### src/rtl/predecode_register_if.sv
// rtl/predecode_register_if.sv - Bus bundle between the fetch/pin side and predecode_register
interface predecode_register_if;
  logic       rdy;
  logic [7:0] data_in;
  logic       fetch;
  logic       i_flag;
  logic       irq_n;
  logic       nmi_n;
  logic [7:0] instruction;
  logic [1:0] int_type;
  logic       instr_valid;
  logic       nmi_pending;

  modport master (
    output rdy, data_in, fetch, i_flag, irq_n, nmi_n,
    input  instruction, int_type, instr_valid, nmi_pending
  );

  modport slave (
    input  rdy, data_in, fetch, i_flag, irq_n, nmi_n,
    output instruction, int_type, instr_valid, nmi_pending
  );
endinterface

### src/rtl/predecode_register.sv
// rtl/predecode_register.sv - Opcode holding register with IRQ/NMI/reset BRK injection
module predecode_register #(
  parameter int unsigned SYNC_STAGES  = 2,
  parameter logic [7:0]  BRK_OPCODE   = 8'h00,
  parameter logic [7:0]  RESET_OPCODE = 8'hEA
) (
  input logic                   clk,
  input logic                   res,
  predecode_register_if.slave   bus
);
  localparam logic [1:0] INT_NONE  = 2'b00;
  localparam logic [1:0] INT_IRQ   = 2'b01;
  localparam logic [1:0] INT_NMI   = 2'b10;
  localparam logic [1:0] INT_RESET = 2'b11;

  logic [SYNC_STAGES-1:0] r_irq_sync;
  logic [SYNC_STAGES-1:0] r_nmi_sync;
  logic                   r_nmi_prev;
  logic                   r_nmi_pending;
  logic                   r_reset_pending;
  logic                   r_instr_valid;
  logic [7:0]             r_instruction;
  logic [1:0]             r_int_type;

  logic       w_irq_s;
  logic       w_nmi_s;
  logic       w_nmi_fall;
  logic       w_fetch_go;
  logic       w_inject_nmi;
  logic [7:0] w_next_instruction;
  logic [1:0] w_next_int_type;

  assign w_irq_s    = r_irq_sync[SYNC_STAGES-1];
  assign w_nmi_s    = r_nmi_sync[SYNC_STAGES-1];
  assign w_nmi_fall = r_nmi_prev & ~w_nmi_s;
  assign w_fetch_go = bus.rdy & bus.fetch;

  // Synchronisers and edge history run every cycle so rdy never masks an NMI edge.
  always_ff @(posedge clk or negedge res) begin
    if (!res) begin
      r_irq_sync <= '1;
      r_nmi_sync <= '1;
      r_nmi_prev <= 1'b1;
    end else begin
      r_irq_sync <= {r_irq_sync[SYNC_STAGES-2:0], bus.irq_n};
      r_nmi_sync <= {r_nmi_sync[SYNC_STAGES-2:0], bus.nmi_n};
      r_nmi_prev <= w_nmi_s;
    end
  end

  always_comb begin
    w_next_instruction = bus.data_in;
    w_next_int_type    = INT_NONE;
    w_inject_nmi       = 1'b0;
    if (r_reset_pending) begin
      w_next_instruction = BRK_OPCODE;
      w_next_int_type    = INT_RESET;
    end else if (r_nmi_pending) begin
      w_next_instruction = BRK_OPCODE;
      w_next_int_type    = INT_NMI;
      w_inject_nmi       = 1'b1;
    end else if (!w_irq_s && !bus.i_flag) begin
      w_next_instruction = BRK_OPCODE;
      w_next_int_type    = INT_IRQ;
    end
  end

  always_ff @(posedge clk or negedge res) begin
    if (!res) begin
      r_instruction   <= RESET_OPCODE;
      r_int_type      <= INT_NONE;
      r_instr_valid   <= 1'b0;
      r_reset_pending <= 1'b1;
      r_nmi_pending   <= 1'b0;
    end else begin
      if (w_fetch_go) begin
        r_instruction   <= w_next_instruction;
        r_int_type      <= w_next_int_type;
        r_instr_valid   <= 1'b1;
        r_reset_pending <= 1'b0;
      end
      // A fresh edge in the injection cycle keeps the request alive.
      if (w_nmi_fall) begin
        r_nmi_pending <= 1'b1;
      end else if (w_fetch_go && w_inject_nmi) begin
        r_nmi_pending <= 1'b0;
      end
    end
  end

  assign bus.instruction = r_instruction;
  assign bus.int_type    = r_int_type;
  assign bus.instr_valid = r_instr_valid;
  assign bus.nmi_pending = r_nmi_pending;
endmodule

### src/flat_wrapper.sv
// flat-port wrapper written by rule: the top's interface ports become plain ports
module predecode_register_flat 
#(
  parameter int unsigned SYNC_STAGES  = 2,
  parameter logic [7:0]  BRK_OPCODE   = 8'h00,
  parameter logic [7:0]  RESET_OPCODE = 8'hEA
)
  (clk, res, bus_rdy, bus_data_in, bus_fetch, bus_i_flag, bus_irq_n, bus_nmi_n, bus_instruction, bus_int_type, bus_instr_valid, bus_nmi_pending);
  predecode_register_if bus_i ();
  input logic clk;
  input logic res;
  input wire logic [$bits(bus_i.rdy)-1:0] bus_rdy;
  input wire logic [$bits(bus_i.data_in)-1:0] bus_data_in;
  input wire logic [$bits(bus_i.fetch)-1:0] bus_fetch;
  input wire logic [$bits(bus_i.i_flag)-1:0] bus_i_flag;
  input wire logic [$bits(bus_i.irq_n)-1:0] bus_irq_n;
  input wire logic [$bits(bus_i.nmi_n)-1:0] bus_nmi_n;
  output wire logic [$bits(bus_i.instruction)-1:0] bus_instruction;
  output wire logic [$bits(bus_i.int_type)-1:0] bus_int_type;
  output wire logic [$bits(bus_i.instr_valid)-1:0] bus_instr_valid;
  output wire logic [$bits(bus_i.nmi_pending)-1:0] bus_nmi_pending;
  assign bus_i.rdy = bus_rdy;
  assign bus_i.data_in = bus_data_in;
  assign bus_i.fetch = bus_fetch;
  assign bus_i.i_flag = bus_i_flag;
  assign bus_i.irq_n = bus_irq_n;
  assign bus_i.nmi_n = bus_nmi_n;
  assign bus_instruction = bus_i.instruction;
  assign bus_int_type = bus_i.int_type;
  assign bus_instr_valid = bus_i.instr_valid;
  assign bus_nmi_pending = bus_i.nmi_pending;
  predecode_register #(.SYNC_STAGES(SYNC_STAGES), .BRK_OPCODE(BRK_OPCODE), .RESET_OPCODE(RESET_OPCODE)) u_core (.clk(clk), .res(res), .bus(bus_i));
endmodule
### config.mk
export PLATFORM = sky130hd
export DESIGN_NAME = predecode_register_flat
export DESIGN_NICKNAME = d
export VERILOG_FILES = /design/src/rtl/predecode_register_if.sv /design/src/rtl/predecode_register.sv /design/src/flat_wrapper.sv
export SDC_FILE = /design/constraint.sdc
export NUM_CORES = 1
export LEC_CHECK = 0
export CAP_MARGIN = 20
export CORE_MARGIN = 2
export CORE_UTILIZATION = 42
export CTS_BUF_LIST = sky130_fd_sc_hd__clkbuf_4
export DETAILED_ROUTE_END_ITERATION = 16
export GPL_TIMING_DRIVEN = 0
export HOLD_SLACK_MARGIN = 0.12
export PLACE_DENSITY = 0.82
export SLEW_MARGIN = 5
export SYNTH_ARGS = -nofsm -noshare
export SYNTH_HDL_FRONTEND = slang
export SYNTH_SLANG_ARGS = --single-unit
### constraint.sdc
create_clock -name clk -period 1.6 [get_ports clk]
set_input_delay 0.16 -clock clk [delete_from_list [all_inputs] [get_ports clk]]
set_output_delay 0.16 -clock clk [all_outputs]
set_load 0.02 [all_outputs]
**Word level (Yosys, flattened, before mapping)**

Index checks and enable logic that the tools add are counted.

- Mux-type cells: 10
- Bitwise operators: 3
- Reductions and logical operators: 5

Operator list:

| operator | number |
|---|---|
| two-way mux 8 bit | 3 |
| two-way mux 1 bit | 5 |
| two-way mux 2 bit | 2 |
| AND 1 bit | 2 |
| logical AND 1 bit | 2 |
| logical NOT 1 bit | 2 |
| nonzero test 2 bit | 1 |
| NOT 1 bit | 1 |

- Register bits after elaboration: 18
- Input port bits: 15

**Longest topological paths before layout**

Gate-level depths: netlist of the first run.

- Word-level depth: 5
- Gate-level depth with buffers: 3
- Gate-level depth less buffers: 2

**Worst setup path after synthesis of the first run**

No wires, ideal clock.

- Path type: reg-to-reg
- Start point: register u_core.r_nmi_pending, in the netlist u_core.bus.nmi_pending
- End point: register u_core.r_instruction[0], in the netlist u_core.bus.instruction[0]
- Library setup time: 0.122 ns
- Data arrival time: 1.055 ns
- Setup slack: 0.423 ns
- Cell stages (with the launch flop): 4
- Buffers on the path: 1
- Cells stage by stage: dfrtp_1 and4bb_1 buf_6 a32o_1

- Word-level cells in the longest chain between the ends: 2

RTL lines:

| element | RTL line | RTL |
|---|---|---|
| from (decl) | predecode_register.sv:19 | `logic r_nmi_pending;` |
| from (signal assigned) | predecode_register.sv:74 | `r_nmi_pending <= 1'b0;` |
| from (signal assigned) | predecode_register.sv:84 | `r_nmi_pending <= 1'b1;` |
| from (signal assigned) | predecode_register.sv:86 | `r_nmi_pending <= 1'b0;` |
| two-way mux 8 bit | predecode_register.sv:58 | `end else if (r_nmi_pending) begin` |
| two-way mux 8 bit | predecode_register.sv:55 | `if (r_reset_pending) begin` |
| to (signal assigned) | predecode_register.sv:77 | `r_instruction <= w_next_instruction;` |
| to (decl) | predecode_register.sv:22 | `logic [7:0] r_instruction;` |

Every way passes these cells.
A chain may end at the register's enable or synchronous reset.

**Worst setup path in the final report of the first run**

- Start point: register u_core.r_nmi_pending, in the netlist u_core.bus.nmi_pending
- End point: output port bus_nmi_pending

RTL lines:

| element | RTL line | RTL |
|---|---|---|
| to (decl) | flat_wrapper.sv:21 | `output wire logic [$bits(bus_i.nmi_pending)-1:0] bus_nmi_pending;` |

No word-level cell between the ends.

==> flow_metrics.env, run 1 <==
export IMPL_tns_ps=0
export IMPL_p_seq_share_pct=54.5
export IMPL_synth_seq_cells=18
export IMPL_cts_tree="built"
export IMPL_cap_violations=0
export IMPL_highest_layer="met4"
export IMPL_p_leak_nw=0.441
export IMPL_slew_headroom_pct=47.4
export IMPL_switching_share_pct=25.0
export IMPL_crit_family="buffers and inverters"
export IMPL_max_freq_ghz=0.678
export IMPL_synth_area_um2=647
export IMPL_crit_type="reg2out"
export IMPL_wl_per_cell_um=15.4
export IMPL_viasPerCell=5.38
export IMPL_rr_endpoint="u_core.bus.instruction[2]$_DFFE_PN0P_"
export IMPL_cts_root_buf="clkbuf_4"
export IMPL_clock_latency_ps=280
export IMPL_crit_fanout=4
export IMPL_die_area_um2=1870
export IMPL_synth_async_reset_ratio_pct=100
export IMPL_nNetsFinal=88
export IMPL_arrival_ps=1320
export IMPL_post_place_ws_ps=210
export IMPL_synth_cell_types=18
export IMPL_clk_pin_slew_ps=90
export IMPL_net_switching_power_w=0.000243
export IMPL_antenna_found_initial=0
export IMPL_grtUsageTotal_pct=16.1
export IMPL_cts_buffers=3
export IMPL_wl_um=1360
export IMPL_synthFlopType="dfstp_2"
export IMPL_netlist_area_leader_share_pct=44.7
export IMPL_netlist_top_cells_count="dfstp_2, a32o_1, dfrtp_1"
export IMPL_r2r_cells=3
export IMPL_grt_max_degree=19
export IMPL_worst_slack_ps=124
export IMPL_vias=473
export IMPL_cp_data_required_time_ps=1440
export IMPL_start_util_pct=44.0
export IMPL_crit_slowest_cell="clkdlybuf4s50_1"
export IMPL_postSynthNetCount=57
export IMPL_boundaryPins=27
export IMPL_clock_skew_ps=6.89
export IMPL_grt_pass1_wl_um=2130
export IMPL_drtAntennaViolNets=0
export IMPL_core_um2=1470
export IMPL_clock_power_share_pct=24.9
export IMPL_fp_row_count=14
export IMPL_grt_pass1_vias=509
export IMPL_avgSynthCellArea_um2=15.4
export IMPL_area_growth_pct=48.7
export IMPL_min_to="u_core.r_irq_sync[0]$_DFF_PN1_"
export IMPL_cp_num_buf_inv=1
export IMPL_setup_viol=0
export IMPL_r2r_start="u_core.r_reset_pending$_DFFE_PN1P_"
export IMPL_pwr_share_comb_pct=20.6
export IMPL_drt_met1_wl_um=539
export IMPL_slew_viol_final=0
export IMPL_wl_met3_um=100
export IMPL_gp_congestion=0.692
export IMPL_period_needed_ps=1480
export IMPL_tightest_slew_ps=786
export IMPL_hold_buffers=0
export IMPL_synth_area_top_cells="dfstp_2, dfrtp_1, a32o_1"
export IMPL_min_path_cells=1
export IMPL_cpPeakStageDelay_ps=620
export IMPL_status="complete, no violations"
export IMPL_p_total_w=0.000973
export IMPL_peakVddDrop_v=0.000622
export IMPL_cts_num_sinks=18
export IMPL_p_int_w=0.000730
export IMPL_route_met2_wl_um=688
export IMPL_cp_cell_sequence="clkdlybuf4s50_1"
export IMPL_syn_inst=42
export IMPL_htreeDepth=1
export IMPL_drtPass1Iterations=4
export IMPL_first_iter_violations=2
export IMPL_min_from="bus_irq_n"
export IMPL_drive_above_1_share_pct=25.0
export IMPL_hp_class="in2reg"
export IMPL_ys_seq_area_share_pct=71.8
export IMPL_io_buffers=26
export IMPL_rsz0062_at_grt="no"
export IMPL_synth_top_cell_by_area="dfstp_2"
export IMPL_synth_edf_count=0
export IMPL_dieWidth_um=43.2
export IMPL_ys_warn_count=0
export IMPL_fin_crit_sh_pct=92.2
export IMPL_end_kind="output port"
export IMPL_synth_most_common_cell="dfstp_2"
export IMPL_overflow=0
export IMPL_p_per_area_nw_per_um2=1010
export IMPL_die_h_um=43.2
export IMPL_start_kind="flop"
export IMPL_hold_viol_final=0
export IMPL_cts_path_max_buffers=2
export IMPL_antenna_cells=0
export IMPL_fillers=123
export IMPL_r2r_slack_ps=390
export IMPL_drc=0
per-stage QoR:
| stage | instance area (um2) | cells | hold WS, ps | util, % |
|---|---|---|---|---|
| 2_1_floorplan | 647 | 42 | -136 | - |
| 3_3_place_gp | 927 | 84 | 346 | 63.0 |
| 3_5_place_dp | 927 | 84 | 347 | 63.0 |
| 4_1_cts | 955 | 88 | 268 | 64.9 |
| 5_1_grt | 962 | 88 | 270 | 65.4 |
| 6_report | 962 | 88 | 275 | 65.4 |
power groups by stage:
| stage | logic (W) | registers [W] | clock network (W) |
|---|---|---|---|
| after floorplan | 0.0000447 | 0.000578 | 0 |
| after global placement | 0.000204 | 0.000535 | 0 |
| after detailed placement | 0.000207 | 0.000539 | 0 |
| after CTS | 0.000205 | 0.000532 | 0.000252 |
| after global routing | 0.000213 | 0.000536 | 0.000260 |
| final | 0.000200 | 0.000531 | 0.000242 |
cell families (layout without fill, tap and decap cells):
kind of cell           count (synthesis)  after routing  share of synthesized area (%)
flip-flops                            18             18                           71.8
AO/OA/AOI/OAI                         11             11                           15.9
AND/OR/NAND/NOR                        8              8                           7.93
buffers and inverters                  5             35                           4.45
layout make-up:
class	count	area, um2	share of cell area (%)
repair buffers	26	265	27.6
multi-input cells	19	154	16.0
inverters	2	7.51	0.780
clock buffers	4	30.0	3.12
well taps	16	20.0	2.08
flip-flops and latches	18	464	48.2
plain buffers	3	21.3	2.21
registers in the layout (all words and copies together) (netlist names):
signal / count
u_core.bus.nmi_pending: 1
u_core.r_nmi_prev: 1
u_core.r_reset_pending: 1
u_core.r_nmi_sync: 2
u_core.bus.instruction: 8
u_core.bus.int_type: 2
u_core.bus.instr_valid: 1
u_core.r_irq_sync: 2
cell usage in the layout, fill, tap and decap left out, types with 2 or more instances in the layout:
cell type	instances
a32o_1	8
clkbuf_4	4
clkdlybuf4s50_1	21
dfrtp_1	7
dfstp_2	11
dlygate4sd2_1	2
dlymetal6s2s_1	3
inv_1	2
routing by layer:
layer	vias to the layer above	global-route usage [%]
met4	0	9.70
met3	4	4.26
met5	-	0
li1	215	-
met1	236	18.4
met2	18	26.6
what timing repair did:
action / CTS / global route
gates resized for setup: 2 / 3
setup buffers: 0 / 0
setup endpoints to repair: 2 / 3
how the worst max path moves through the flow:
stage                                          startpoint                                    end  slack, ps  depth (start not counted)
floorplan              u_core.bus.nmi_pending$_DFFE_PN0P_  u_core.bus.instruction[0]$_DFFE_PN0P_        420                          3
global placement                               bus_i_flag  u_core.bus.instruction[0]$_DFFE_PN0P_        220                          4
detailed placement                             bus_i_flag  u_core.bus.instruction[2]$_DFFE_PN0P_        210                          4
CTS                 u_core.bus.instruction[5]$_DFFE_PN1P_                     bus_instruction[5]          3                          1
global route           u_core.bus.nmi_pending$_DFFE_PN0P_                        bus_nmi_pending         60                          1
finish                 u_core.bus.nmi_pending$_DFFE_PN0P_                        bus_nmi_pending        120                          1
worst reg2reg max path, delay by kind of cell, from the launching register on:
family / cells / cell delay (ps)
AO/OA/AOI/OAI: 1 / 240
buffers and inverters: 1 / 140
flip-flops: 1 / 540
AND/OR/NAND/NOR: 1 / 190
Note: power is estimated with default switching activity, not from simulation.
==> run 2: changes to the inputs <==
ABC_AREA = 1   (was unset)
CORE_UTILIZATION = 44   (was 42)
PLACE_DENSITY = 0.83   (was 0.82)
==> flow_metrics.env, run 2 <==
export IMPL_status="complete, no violations"
export IMPL_die_area_um2=1970
export IMPL_netlist_top_cells_count="nand2_1, nor2_1, dfstp_2, inv_1, dfrtp_1"
export IMPL_first_iter_violations=9
export IMPL_final_cell_mix="nand2_1, clkdlybuf4s50_1, nor2_1"
export IMPL_clock_latency_ps=280
export IMPL_crit_type="reg2out"
export IMPL_tightest_slew_ps=740
export IMPL_cp_num_buf_inv=1
export IMPL_post_place_ws_ps=338
export IMPL_ys_seq_area_share_pct=64.9
export IMPL_multi_input_area_um2=195
export IMPL_synthFlopType="dfstp_2"
export IMPL_syn_inst=77
export IMPL_synth_area_top_cells="dfstp_2, dfrtp_1, nand2_1"
export IMPL_cpPeakStageDelay_ps=620
export IMPL_arrival_ps=1300
export IMPL_synth_seq_cells=18
export IMPL_crit_fanout=2
export IMPL_io_buffers=26
export IMPL_die_h_um=44.3
export IMPL_synth_area_um2=716
export IMPL_slew_viol_final=0
export IMPL_dieWidth_um=44.3
export IMPL_end_kind="output port"
export IMPL_antenna_cells=0
export IMPL_layout_commonest_cell="nand2_1"
export IMPL_netlist_area_leader_share_pct=40.4
export IMPL_hold_buffers=0
export IMPL_vias=572
export IMPL_cts_path_max_buffers=2
export IMPL_cts_root_buf="clkbuf_4"
export IMPL_p_leak_nw=0.569
export IMPL_wl_per_cell_um=11.7
export IMPL_max_freq_ghz=0.687
export IMPL_cts_buffers=3
export IMPL_nNetsFinal=123
export IMPL_fillers=124
export IMPL_grt_pass1_wl_um=2360
export IMPL_utilization_pct=67.9
export IMPL_setup_viol=0
export IMPL_worst_slack_ps=144
export IMPL_synth_most_common_cell="nand2_1"
export IMPL_cap_violations=0
export IMPL_clock_skew_ps=4.43
export IMPL_viasPerCell=4.65
export IMPL_drtAntennaViolNets=0
export IMPL_gp_congestion=0.658
export IMPL_cp_data_required_time_ps=1440
export IMPL_area_growth_pct=44.6
export IMPL_period_needed_ps=1460
export IMPL_synth_async_reset_ratio_pct=100
export IMPL_dp_hpwl_um=1060
export IMPL_cts_setup_buffers=0
export IMPL_slew_headroom_pct=50.5
export IMPL_drc=0
export IMPL_start_kind="flop"
export IMPL_antenna_found_initial=0
export IMPL_start_util_pct=47.0
export IMPL_synth_edf_count=0
export IMPL_wl_um=1450
export IMPL_largest_register_ffs=8
export IMPL_clk_pin_slew_ps=100
export IMPL_avgSynthCellArea_um2=9.29
export IMPL_cts_tree="built"
export IMPL_postSynthNetCount=92
export IMPL_crit_family="buffers and inverters"
export IMPL_ctsResizeCount=0
export IMPL_overflow=0
export IMPL_core_um2=1520
export IMPL_cts_num_sinks=18
export IMPL_drtPass1Iterations=4
export IMPL_htreeDepth=1
export IMPL_rsz0062_at_grt="no"
export IMPL_boundaryPins=27
export IMPL_fin_crit_sh_pct=91.0
export IMPL_drive_above_1_share_pct=17.8
export IMPL_tns_ps=0
export IMPL_regArea_um2=464
export IMPL_hold_viol_final=0
export IMPL_synth_top_cell_by_area="dfstp_2"
export IMPL_hp_class="in2reg"
export IMPL_peakVddDrop_v=0.000536
export IMPL_crit_slowest_cell="clkdlybuf4s50_1"
export IMPL_cp_cell_sequence="clkdlybuf4s50_1"
export IMPL_layout_cells_non_filler=123
export IMPL_grt_max_degree=19
export IMPL_fp_row_count=14
export IMPL_grt_pass1_vias=547
export IMPL_ys_warn_count=0
export IMPL_place_inst=119
export IMPL_synth_cell_types=12
export IMPL_p_per_area_nw_per_um2=924
export IMPL_grtUsageTotal_pct=16.3
[run 2: cell type report]
cell class              count  share of cell area (%)
flip-flops and latches     18                    44.9
plain buffers               1                    1.09
well taps                  16                    1.93
clock inverters             1                   0.363
inverters                  12                    4.35
multi-input cells          46                    18.9
clock buffers               3                    2.18
repair buffers             26                    26.4
[run 2: worst paths after layout]
path | slack, ps | depth (start not counted) | start | end
setup / recovery | 140 | 1 | u_core.bus.instruction[4]$_DFFE_PN0P_ | bus_instruction[4]
hold / removal | 280 | 1 | bus_nmi_n | u_core.r_nmi_sync[0]$_DFF_PN1_
setup reg to reg | 600 | 5 | u_core.bus.nmi_pending$_DFFE_PN0P_ | u_core.bus.instruction[6]$_DFFE_PN1P_
hold reg to reg | 360 | 0 | u_core.r_irq_sync[0]$_DFF_PN1_ | u_core.r_irq_sync[1]$_DFF_PN1_
max in group asynchronous | 820 | 1 | res | u_core.bus.int_type[1]$_DFFE_PN0P_
min in group asynchronous | 310 | 1 | res | u_core.bus.nmi_pending$_DFFE_PN0P_
[run 2: worst reg2reg max path, cell delays in order, from the launching register on]
cell and delay (ps):
dfrtp_1 390, inv_1 90, nand2_1 100, nor2_4 200, nand2_1 90, nand2_1 70
[run 2: logic make-up after synthesis]
kind of cell | Yosys count | share of synthesized area [%]
buf+inv | 13 | 7.87
simple gates | 44 | 25.9
compound gates | 2 | 1.40
flops | 18 | 64.9
[run 2: stage by stage]
step	hold slack, ps	cell area (um2)	total power [W]
floorplan	-136	716	0.000631
global placement	346	996	0.000747
detailed placement	352	996	0.000755
CTS	270	1020	0.000972
global route	277	1030	0.00101
finish	280	1030	0.000957
[run 2: metal layers]
layer	GRT usage [%]	share of wire (%)	vias to the layer above
met3	2.86	7.0	0
met2	27.1	51	22
met1	22.4	42	268
met5	0	0	-
li1	-	-	282
met4	3.64	0	0
[run 2: power breakdown]
part           total (W)  switching [W]  internal, W
Combinational   0.000213       0.000108     0.000105
Clock           0.000213       0.000122    0.0000902
Sequential      0.000531      0.0000228     0.000508
==> run 3: changes to the inputs <==
CELL_PAD_IN_SITES_DETAIL_PLACEMENT = 0   (was unset)
CELL_PAD_IN_SITES_GLOBAL_PLACEMENT = 2   (was unset)
CORE_MARGIN = unset   (was 2)
CORE_UTILIZATION = 25   (was 44)
PLACE_DENSITY = 0.77   (was 0.83)
==> flow_metrics.env, run 3 (same netlist as run 2, synthesis figures left out) <==
export IMPL_die_area_um2=3080
export IMPL_min_from="bus_irq_n"
export IMPL_crit_slowest_cell="clkdlybuf4s50_1"
export IMPL_met2_usage_pct=15.7
export IMPL_final_cell_mix="nand2_1, clkdlybuf4s50_1, nor2_1"
export IMPL_end_kind="output port"
export IMPL_drtPass1Iterations=3
export IMPL_hold_buffers=0
export IMPL_clock_latency_ps=280
export IMPL_start_util_pct=26.2
export IMPL_cp_cell_sequence="clkdlybuf4s50_1"
export IMPL_layout_commonest_cell="nand2_1"
export IMPL_path_depth=1
export IMPL_drtAntennaViolNets=0
export IMPL_vias=541
export IMPL_boundaryPins=27
export IMPL_timing_critical_path_to="bus_instruction[4]"
export IMPL_slew_headroom_pct=48.6
export IMPL_cts_buffers=3
export IMPL_cap_violations=0
export IMPL_largest_register_ffs=8
export IMPL_hold_viol_final=0
export IMPL_viasPerCell=3.92
export IMPL_grt_pass1_wl_um=2370
export IMPL_grt_busiest_layer="met2"
export IMPL_antenna_cells=0
export IMPL_crit_family="buffers and inverters"
export IMPL_grtUsageTotal_pct=9.88
export IMPL_die_h_um=55.5
export IMPL_r2r_slack_ps=640
export IMPL_p_per_area_nw_per_um2=925
export IMPL_worst_slack_ps=172
export IMPL_clk_pin_slew_ps=100
export IMPL_setup_viol=0
export IMPL_wl_per_cell_um=9.83
export IMPL_fp_row_count=19
export IMPL_post_place_ws_ps=333
export IMPL_drive_above_1_share_pct=18.7
export IMPL_cts_root_buf="clkbuf_4"
export IMPL_slew_viol_final=0
export IMPL_first_iter_violations=9
export IMPL_max_freq_ghz=0.700
export IMPL_io_buffers=26
export IMPL_fin_crit_sh_pct=89.2
export IMPL_status="complete, no violations"
export IMPL_area_growth_pct=47.2
export IMPL_period_needed_ps=1430
export IMPL_cts_setup_buffers=0
export IMPL_peakVddDrop_v=0.000368
export IMPL_r2r_start="u_core.bus.nmi_pending$_DFFE_PN0P_"
export IMPL_gp_congestion=0.652
export IMPL_crit_type="reg2out"
export IMPL_htreeDepth=1
export IMPL_antenna_found_initial=0
export IMPL_drc=0
export IMPL_cts_path_max_buffers=2
export IMPL_use_met1_pct=12.4
export IMPL_crit_fanout=2
export IMPL_tightest_slew_ps=768
export IMPL_rr_endpoint="u_core.bus.instruction[6]$_DFFE_PN1P_"
export IMPL_grt_max_degree=19
export IMPL_cpPeakStageDelay_ps=610
export IMPL_core_um2=2730
export IMPL_cts_num_sinks=18
export IMPL_cp_num_buf_inv=1
export IMPL_tns_ps=0
export IMPL_nNetsFinal=123
export IMPL_grt_pass1_vias=532
export IMPL_dieWidth_um=55.5
export IMPL_clock_skew_ps=8.89
export IMPL_critPathLaunch="u_core.bus.instruction[4]$_DFFE_PN0P_"
export IMPL_cts_tree="built"
export IMPL_p_leak_nw=0.559
export IMPL_overflow=0
export IMPL_dp_hpwl_um=983
export IMPL_wl_um=1360
export IMPL_cp_data_required_time_ps=1440
export IMPL_rsz0062_at_grt="no"
export IMPL_r2r_cells=5
export IMPL_start_kind="flop"
export IMPL_hp_class="in2reg"
export IMPL_use_met3_pct=2.34
export IMPL_arrival_ps=1270
==> run 3: changes by cell type in the layout (fill, tap and decap cells not counted), sizes merged <==
cell          change
dlygate4sd2       +1
clkinv            -1
clkbuf            +1
dlymetal6s2s      -1
==> run 3: per-stage QoR <==
stage	util (%)	area [um2]	total power, W	hold WS, ps	cells
2_1_floorplan	-	716	0.000631	-136	77
3_3_place_gp	37.1	1010	0.000752	346	134
3_5_place_dp	37.1	1010	0.000754	351	134
4_1_cts	38.2	1040	0.000996	275	138
5_1_grt	38.5	1050	0.00103	270	138
6_report	38.5	1050	0.000974	284	138
==> run 3: timing repair <==
| action | CTS | global route |
|---|---|---|
| gates cloned | 0 | 0 |
| endpoints found under the setup margin | 1 | 4 |
| resized for setup | 1 | 4 |
==> run 3: routing by layer <==
layer	vias to the layer above	share of wire, %
met2	16	45
met1	240	47
met5	-	0
li1	281	-
met4	0	1.8
met3	4	5.2
==> run 3: how the worst min path moves through the flow <==
stage | end | slack [ps] | cells after the start
floorplan | u_core.bus.instr_valid$_DFFE_PN0P_ | -140 | 0
global placement | u_core.r_irq_sync[1]$_DFF_PN1_ | 350 | 0
detailed placement | u_core.r_nmi_sync[1]$_DFF_PN1_ | 350 | 0
CTS | u_core.r_nmi_sync[0]$_DFF_PN1_ | 270 | 1
global route | u_core.r_irq_sync[0]$_DFF_PN1_ | 270 | 1
finish | u_core.r_irq_sync[0]$_DFF_PN1_ | 280 | 1
==> run 3: worst reg2reg max path, cell delays in order, from the launching register on <==
cell,delay [ps]
dfrtp_1,380
inv_1,80
nand2_1,90
nor2_4,210
nand2_1,90
nand2_1,70
==> run 3: cell type report <==
type	count	area (um2)
multi-input cells	46	195
inverters	12	45.0
fillers	286	1680
clock buffers	4	30.0
flip-flops and latches	18	464
plain buffers	1	11.3
repair buffers	26	269
well taps	31	38.8
==> run 3: where the power goes <==
part / switching [W] / total [W] / internal, W
clock: 0.000124 / 0.000237 / 0.000114
sequential: 0.0000192 / 0.000527 / 0.000508
combinational: 0.000106 / 0.000210 / 0.000104
